==> src/rtl/blake2_pkg.sv <==
// Shared constants and types for the iterative BLAKE2 G mixing unit.
// Covers both BLAKE2b (64-bit words) and BLAKE2s (32-bit words).
package blake2_pkg;

    // BLAKE2b rotation amounts
    localparam int unsigned RotB1 = 32;
    localparam int unsigned RotB2 = 24;
    localparam int unsigned RotB3 = 16;
    localparam int unsigned RotB4 = 63;

    // BLAKE2s rotation amounts
    localparam int unsigned RotS1 = 16;
    localparam int unsigned RotS2 = 12;
    localparam int unsigned RotS3 = 8;
    localparam int unsigned RotS4 = 7;

    localparam int unsigned WidthS = 32;
    localparam int unsigned WidthB = 64;

    typedef enum logic [1:0] {
        StIdle  = 2'b00,
        StHalf2 = 2'b01,
        StDone  = 2'b10
    } g_state_e;

    function automatic bit width_legal(input int unsigned w);
        return (w == WidthS) || (w == WidthB);
    endfunction

endpackage

==> src/rtl/blake2_g_half.sv <==
// Combinational half of the BLAKE2 G function: add3, xor-rotate, add, xor-rotate.
module blake2_g_half #(
    parameter int unsigned W  = 32,
    parameter int unsigned RA = 16,
    parameter int unsigned RB = 12
) (
    input  logic [W-1:0] a,
    input  logic [W-1:0] b,
    input  logic [W-1:0] c,
    input  logic [W-1:0] d,
    input  logic [W-1:0] m,
    output logic [W-1:0] a_mix,
    output logic [W-1:0] b_mix,
    output logic [W-1:0] c_mix,
    output logic [W-1:0] d_mix
);

    logic [W-1:0] d_xor;
    logic [W-1:0] b_xor;

    always_comb begin
        a_mix = a + b + m;
        d_xor = d ^ a_mix;
        d_mix = (d_xor >> RA) | (d_xor << (W - RA));
        c_mix = c + d_mix;
        b_xor = b ^ c_mix;
        b_mix = (b_xor >> RB) | (b_xor << (W - RB));
    end

endmodule

==> src/rtl/blake2_g_iter.sv <==
// Two-cycle BLAKE2 G unit: half 1 on the accepted inputs, half 2 on the registered
// intermediate, with valid/ready handshakes upstream and downstream.
module blake2_g_iter
    import blake2_pkg::*;
#(
    parameter int unsigned W  = 32,
    parameter int unsigned R1 = (W == WidthB) ? RotB1 : RotS1,
    parameter int unsigned R2 = (W == WidthB) ? RotB2 : RotS2,
    parameter int unsigned R3 = (W == WidthB) ? RotB3 : RotS3,
    parameter int unsigned R4 = (W == WidthB) ? RotB4 : RotS4
) (
    input  logic         clk,
    input  logic         nreset,
    input  logic         valid_i,
    output logic         ready_o,
    input  logic [W-1:0] a_i,
    input  logic [W-1:0] b_i,
    input  logic [W-1:0] c_i,
    input  logic [W-1:0] d_i,
    input  logic [W-1:0] x_i,
    input  logic [W-1:0] y_i,
    output logic         valid_o,
    input  logic         ready_i,
    output logic [W-1:0] a_o,
    output logic [W-1:0] b_o,
    output logic [W-1:0] c_o,
    output logic [W-1:0] d_o
);

    if (!width_legal(W)) begin : g_bad_width
        $error("blake2_g_iter: W must be 32 or 64");
    end

    g_state_e state_q, state_d;
    logic     load_h1;
    logic     load_out;

    logic [W-1:0] h1_a, h1_b, h1_c, h1_d;
    logic [W-1:0] h2_a, h2_b, h2_c, h2_d;
    logic [W-1:0] mid_a_q, mid_b_q, mid_c_q, mid_d_q, y_q;

    blake2_g_half #(
        .W  (W),
        .RA (R1),
        .RB (R2)
    ) u_half1 (
        .a     (a_i),
        .b     (b_i),
        .c     (c_i),
        .d     (d_i),
        .m     (x_i),
        .a_mix (h1_a),
        .b_mix (h1_b),
        .c_mix (h1_c),
        .d_mix (h1_d)
    );

    blake2_g_half #(
        .W  (W),
        .RA (R3),
        .RB (R4)
    ) u_half2 (
        .a     (mid_a_q),
        .b     (mid_b_q),
        .c     (mid_c_q),
        .d     (mid_d_q),
        .m     (y_q),
        .a_mix (h2_a),
        .b_mix (h2_b),
        .c_mix (h2_c),
        .d_mix (h2_d)
    );

    always_comb begin
        state_d  = state_q;
        load_h1  = 1'b0;
        load_out = 1'b0;
        ready_o  = 1'b0;
        unique case (state_q)
            StIdle: begin
                ready_o = 1'b1;
                if (valid_i) begin
                    load_h1 = 1'b1;
                    state_d = StHalf2;
                end
            end
            StHalf2: begin
                load_out = 1'b1;
                state_d  = StDone;
            end
            StDone: begin
                if (ready_i) begin
                    ready_o = 1'b1;
                    if (valid_i) begin
                        load_h1 = 1'b1;
                        state_d = StHalf2;
                    end else begin
                        state_d = StIdle;
                    end
                end
            end
            default: state_d = StIdle;
        endcase
        // Upstream must never see a handshake complete while reset is held.
        if (!nreset) begin
            ready_o = 1'b0;
        end
    end

    assign valid_o = (state_q == StDone);

    always_ff @(posedge clk) begin
        if (!nreset) begin
            state_q <= StIdle;
            mid_a_q <= '0;
            mid_b_q <= '0;
            mid_c_q <= '0;
            mid_d_q <= '0;
            y_q     <= '0;
            a_o     <= '0;
            b_o     <= '0;
            c_o     <= '0;
            d_o     <= '0;
        end else begin
            state_q <= state_d;
            if (load_h1) begin
                mid_a_q <= h1_a;
                mid_b_q <= h1_b;
                mid_c_q <= h1_c;
                mid_d_q <= h1_d;
                y_q     <= y_i;
            end
            if (load_out) begin
                a_o <= h2_a;
                b_o <= h2_b;
                c_o <= h2_c;
                d_o <= h2_d;
            end
        end
    end

endmodule
==> config.mk <==
export PLATFORM = sky130hd
export DESIGN_NAME = blake2_g_iter
export DESIGN_NICKNAME = d
export VERILOG_FILES = /design/src/rtl/blake2_pkg.sv /design/src/rtl/blake2_g_half.sv /design/src/rtl/blake2_g_iter.sv
export SDC_FILE = /design/constraint.sdc
export NUM_CORES = 1
export LEC_CHECK = 0
export ABC_AREA = 1
export CORE_ASPECT_RATIO = 0.75
export CORE_MARGIN = 2
export CORE_UTILIZATION = 25
export CTS_CLUSTER_SIZE = 40
export DETAILED_ROUTE_END_ITERATION = 8
export SLEW_MARGIN = 5
export SYNTH_ARGS = -nofsm -noshare
export SYNTH_HDL_FRONTEND = slang
export SYNTH_SLANG_ARGS = --single-unit
==> constraint.sdc <==
create_clock -name clk -period 6.4 [get_ports clk]
set_clock_uncertainty 0.05 [all_clocks]
set_input_delay 0.96 -clock clk [delete_from_list [all_inputs] [get_ports clk]]
set_output_delay 0.96 -clock clk [all_outputs]
set_load 0.05 [all_outputs]
==> results of run 1 <==
[cells in the final DEF, fill, tap and decap left out, types with 66 or more instances in the layout]
cell,n
nand2_1,695
fa_1,66
dfxtp_1,290
a21oi_1,271
xor2_1,79
nor2_1,348
buf_4,94
inv_1,425
o21ai_0,227
nand3_1,188
ha_1,124
clkdlybuf4s50_1,324
[state kept, by name, summed over array words and instances, names as in the netlist]
signal and cells:
d_o 32, state_q 2, mid_b_q 32, a_o 32, c_o 32, mid_d_q 32
b_o 32, y_q 32, mid_c_q 32, mid_a_q 32
[per-stage QoR]
stage                     instance area (sq um)  power, mW  setup slack [ps]
after global routing                      26900       11.8               149
final                                     26900       11.1               497
after global placement                    25800       9.04               194
after floorplan                           20800       6.16              1570
after detailed placement                  25800       9.03               151
after CTS                                 26900       11.1               610
[path summary, 6_finish.rpt]
path	start	end	cells past startpoint	slack, ps
max	mid_b_q[1]	c_o[23]	27	500
min	mid_c_q[0]	mid_c_q[0]	2	420
min reg2reg	mid_c_q[0]	mid_c_q[0]	2	420
max reg2reg	mid_b_q[1]	c_o[23]	27	500
[Yosys cell counts (6+ instances only)]
master	number
nand2_1	695
inv_1	426
nor2_1	349
dfxtp_1	290
a21oi_1	271
o21ai_0	227
nand3_1	189
ha_1	124
xor2_1	79
clkbuf_1	78
fa_1	66
o21bai_1	42
xnor2_1	31
o211ai_1	30
nor3_1	24
o21ai_1	20
a21o_1	16
nand3b_1	16
nand4_1	15
a31oi_1	13
o21a_1	13
or2_1	11
buf_2	9
buf_1	7
nor4_1	7
a21oi_2	6
[cell type report]
type                       count  share of cell area [%]
clock inverter                10                   0.498
multi-input combinational   2286                    48.4
tap                         1116                    5.19
sequential                   290                    21.6
timing repair buffer         419                    14.7
clock buffer                  48                    3.58
inverter                     431                    6.03
antenna                        1                 0.00930
[power groups by stage]
stage | registers (mW) | clock network [mW] | logic [mW]
after floorplan | 2.57 | 0 | 3.60
after global placement | 2.42 | 0 | 6.62
after detailed placement | 2.42 | 0 | 6.61
after CTS | 2.38 | 2.03 | 6.64
after global routing | 2.40 | 2.10 | 7.31
final | 2.38 | 1.99 | 6.74
[metal layers]
layer | vias to the layer above | wire length (um) | GRT usage [%]
li1 | 10700 | - | -
met1 | 10300 | 48100 | 33.8
met2 | 849 | 41500 | 34.5
met3 | 113 | 7580 | 3.65
met5 | - | 0 | 0
met4 | 0 | 2230 | 5.14
[cells by family after synthesis]
group                      count (synthesis)
buffers and inverters                    525
xor gates and xnor gates                 112
muxes                                      5
DFF                                      290
adders and majority gates                190
AOI/OAI and AO/OA                        656
and+or+nand+nor                         1323
[worst register-to-register path, stage by stage, from the launching register on]
cell and delay, ps:
dfxtp_1 500, inv_1 190, fa_1 540, inv_1 50, ha_1 210, fa_1 460, nand2_1 90, nand2_1 70
and2_1 210, nand4_1 130, nand3_1 270, nand2_1 140, inv_1 50, nor2_2 340, xor2_1 480, ha_1 390
nand2_1 160, o21ai_0 200, a21oi_1 210, nand2_1 170, nand3_1 110, nand2_1 110, nand2_1 80, inv_1 40
nor2_1 250, nand2_1 100, o211ai_1 120, inv_1 60
==> impl_metrics.toml, run 1 <==
[run_status]
status = "finished clean"

[synth]
yosysUniqueCellTypes = 47
synthAdderAreaFrac_pct = 13.8
netlist.area_leader.share_pct = 27.9
synth_mux_area_share_pct = 0.241
yosys.area_share.simple_pct = 26.1
synth_area_sq_um = 20800
synth-edff-count = 0
synthXorXnorAreaFrac_pct = 4.82
yosys.area.top_type = "dfxtp_1"
synth_fp_nets = 3487
synth-main-ff-cell = "dfxtp_1"
synth_top_family_by_area = "simple AND/OR/NAND/NOR gates"
ys_ff_latch = 290
synthTopCellsByArea = "dfxtp_1 (28%), nand2_1 (13%), inv_1 (7.7%)"
yosysWarnings = 0
synth_cells = 3101
synthArstFlopShare_pct = 0
synth_compound_area_share_pct = 17.5
synth_seq_area_share_pct = 27.9
avgSynthCellArea_sq_um = 6.70

[grt]
antenna_found_initial = 4
grt_max_degree = 193
grt_use_total_pct = 22.9
grt_pass1_vias = 20700
grt.overflow.total = 0
grt_pass1_wl_um = 143000

[critical_path]
critPathSlowestCell = "fa_1"
crit_fanout = 4
crit_path_max_incr_delay_ps = 540
crit_path_end_kind = "flop"
crit_path_frequent_cell = "nand2_1"
cp.buffers_inverters = 5
critPathRequiredTime_ps = 6780
cpLargestDelayFamily = "simple AND/OR/NAND/NOR gates"
worst_ep_arrival_time_ps = 6280
worstSetupStartpointType = "flop"
path_class = "reg2reg"

[layout]
drive_above_1_share_pct = 5.14
multi_input_area_sq_um = 13000
final_cells = 4601
nFillCells = 9026
final_nets = 3848
area_delta_synth_final_pct = 29.5
seq_area_sq_um = 5810
utilization_pct = 32.7

[routing]
drc = 0
wl_per_cell_um = 21.6
wl_um = 99400
firstDrtPassIters = 6
viasPerCell = 4.79
drtAntennaViolNets = 0
drt_iter0_drc = 2194
vias = 22000

[cts]
cts_setup_buffers = 0
numCtsBuffers = 34
cts_hold_buf = 0
cts_tree = "done"
cts.clk_slew.worst_paths_ps = 60
cts-root-buf = "clkbuf_16"
cts_sinks = 290
htreeDepth = 2
clock_latency_ps = 560
ctsResizeCount = 0
clockBufferDepth = 3

[sta]
drv_slew = 0
finalSetupViolCount = 0
final.setup.tns_ps = 0
fmax_mhz = 169
hold_viol = 0
period_share_pct = 92.2
fin_crit_ps = 5900
whs_ps = 421
rsz0062_at_grt = "false"
slew_headroom_pct = 32.4
worst_pin_slew_ps = 1010

[placement]
dpl.hpwl_um = 84000
gp_congestion = 1.04
dp.cells = 4542
port_buffers = 325

[floorplan]
chipWidth_um = 337
start_util_pct = 25.2
fp-row-count = 91
fp.dieH_um = 254
core-area_sq_um = 82300
num_io_pins = 326
die_area_sq_um = 85500

[pwr]
p_sw_mw = 5.74
netSwitchingFraction_pct = 51.7
ir_drop_mv = 0.189
pwr-share-clk_pct = 17.9
comb_power_share_pct = 60.6
leakage_nw = 12.9
p_per_area_nw_per_um2 = 413
seqPwrFrac_pct = 21.5
p_int_mw = 5.37

[job]
drv_cap = 0

[worst_hold_path]
holdCritPathClass = "reg2reg"
(Power assumes the default switching activity.)
==> inputs of run 2 (changes only) <==
--- a/config.mk
+++ b/config.mk
@@ -11,7 +11,6 @@
 export CORE_UTILIZATION = 25
 export CTS_CLUSTER_SIZE = 40
 export DETAILED_ROUTE_END_ITERATION = 8
-export SLEW_MARGIN = 5
 export SYNTH_ARGS = -nofsm -noshare
 export SYNTH_HDL_FRONTEND = slang
 export SYNTH_SLANG_ARGS = --single-unit
==> results of run 2 <==
Same layout as run 1: the final DEF is identical, and so are final timing and power.
==> inputs of run 3 (changes only) <==
--- a/config.mk
+++ b/config.mk
@@ -9,6 +9,7 @@
 export CORE_ASPECT_RATIO = 0.75
 export CORE_MARGIN = 2
 export CORE_UTILIZATION = 25
+export CTS_CLUSTER_DIAMETER = 30
 export CTS_CLUSTER_SIZE = 40
 export DETAILED_ROUTE_END_ITERATION = 8
 export SYNTH_ARGS = -nofsm -noshare
==> run 3 against run 2 <==
Compared with the run above:
- final area increased by 5.0%
- power increased by 15%
- fmax decreased by 0.19%
- critical path depth unchanged
- sequential share of layout area decreased by 1.0 points
- flip-flop and latch count unchanged
==> impl_metrics.toml, run 3 (synthesized netlist as in run 1, its figures left out) <==
[sta]
drv_slew = 0
worst_slack_ps = 485
worst_pin_slew_ps = 1080
final.setup.tns_ps = 0
fin_crit_ps = 5910
hold_viol = 0
whs_ps = 419
slew_headroom_pct = 28.0
finalSetupViolCount = 0
period_share_pct = 92.4
rsz0062_at_grt = "false"
fmax_mhz = 169

[cts]
cts_sinks = 290
clockBufferDepth = 3
cts_tree = "done"
cts_setup_buffers = 0
ctsResizeCount = 0
numCtsBuffers = 70
cts.clk_slew.worst_paths_ps = 40
clock_latency_ps = 610
htreeDepth = 3
cts_hold_buf = 0
cts-root-buf = "clkbuf_16"

[critical_path]
crit_path_max_incr_delay_ps = 540
crit_path_end_kind = "flop"
path_class = "reg2reg"
reg2reg_depth = 27
critPathRequiredTime_ps = 6830
crit_path_frequent_cell = "nand2_1"
worstSetupStartpointType = "flop"
critPathSlowestCell = "fa_1"
timing.rr.start = "mid_b_q[1]"
r2r_end = "c_o[23]"
critPathLaunch = "mid_b_q[1]"
crit_fanout = 4
worst_ep_arrival_time_ps = 6340
ff2ff_setup_slack_ps = 490

[placement]
place_ws_ps = 151
dpl.hpwl_um = 84000
port_buffers = 325
dp.cells = 4542
gp_congestion = 1.04

[grt]
grt_pass1_vias = 21100
grt_use_total_pct = 23.1
antenna_found_initial = 7
grt.overflow.total = 0
grt_pass1_wl_um = 144000
grt_max_degree = 193

[pwr]
p_per_area_nw_per_um2 = 454
ir_drop_mv = 0.218
leakage_nw = 13.5

[floorplan]
chipWidth_um = 337
die_area_sq_um = 85500
fp.dieH_um = 254
start_util_pct = 25.2
core-area_sq_um = 82300
fp-row-count = 91
num_io_pins = 326

[routing]
viasPerCell = 4.78
drc = 0
wl_per_cell_um = 21.4
drt_iter0_drc = 2247
vias = 22300
wl_um = 100000
firstDrtPassIters = 6
drtAntennaViolNets = 0

[layout]
drive_above_1_share_pct = 6.90
final_common_cell = "nand2_1"
area_delta_synth_final_pct = 36.0
final_cells = 4668
final_nets = 3884
final_cell_mix = "nand2_1 (695), inv_1 (425), nor2_1 (348), clkdlybuf4s50_1 (324), dfxtp_1 (290)"

[worst_hold_path]
hold_depth = 2
min_from = "mid_c_q[0]"
holdCritPathClass = "reg2reg"
holdPathEnd = "mid_c_q[0]"

[job]
drv_cap = 0

[run_status]
status = "finished clean"
-- run 3: changes by cell type in the layout (fill, tap and decap cells not counted), sizes merged --
cell	before	now
bufinv	2	7
clkinvlp	3	6
clkbuf	48	96
clkinv	5	12
inv	431	435
-- run 3: worst max-delay path by stage --
stage | endpoint | slack [ps]
floorplan | mid_b_q[16] | 1570
global placement | mid_b_q[16] | 190
detailed placement | mid_b_q[30] | 150
CTS | c_o[23] | 630
global route | c_o[23] | 180
finish | c_o[23] | 490
-- run 3: layer usage --
layer / global-route usage (%) / share of wire, % / vias to the layer above
met5: 0 / 0.028 / -
met4: 6.30 / 2.7 / 4
met3: 4.36 / 8.1 / 124
met2: 34.4 / 41 / 929
met1: 33.7 / 48 / 10400
li1: - / - / 10800
-- run 3: area by class of cell --
cell class / count / area, sq um
inverter: 431 / 1620
timing repair buffer: 419 / 3970
clock buffer: 96 / 2030
antenna: 1 / 2.50
fill: 8913 / 54100
clock inverter: 29 / 424
multi-input combinational: 2286 / 13000
tap: 1116 / 1400
sequential: 290 / 5810
-- run 3: per-stage QoR --
stage | util (%) | area, sq um | power, mW
2_1_floorplan | - | 20800 | 6.16
3_3_place_gp | 31.4 | 25800 | 9.04
3_5_place_dp | 31.4 | 25800 | 9.03
4_1_cts | 34.3 | 28300 | 12.8
5_1_grt | 34.3 | 28300 | 13.6
6_report | 34.3 | 28300 | 12.8
-- run 3: where the power goes --
group / switching, mW / internal (mW) / leakage, nW
Sequential: 0.313 / 2.08 / 2.39
Clock: 1.18 / 2.51 / 1.19
Combinational: 4.58 / 2.16 / 9.96
Total: 6.08 / 6.74 / 13.5
-- run 3: worst max-delay path, delay by kind of cell (launching register included) --
family                     cells  cell delay [ps]
adders and majority gates      4             1600
buffers and inverters          5              390
DFF                            1              490
xor gates and xnor gates       1              490
and+or+nand+nor               14             2220
AOI/OAI and AO/OA              3              540
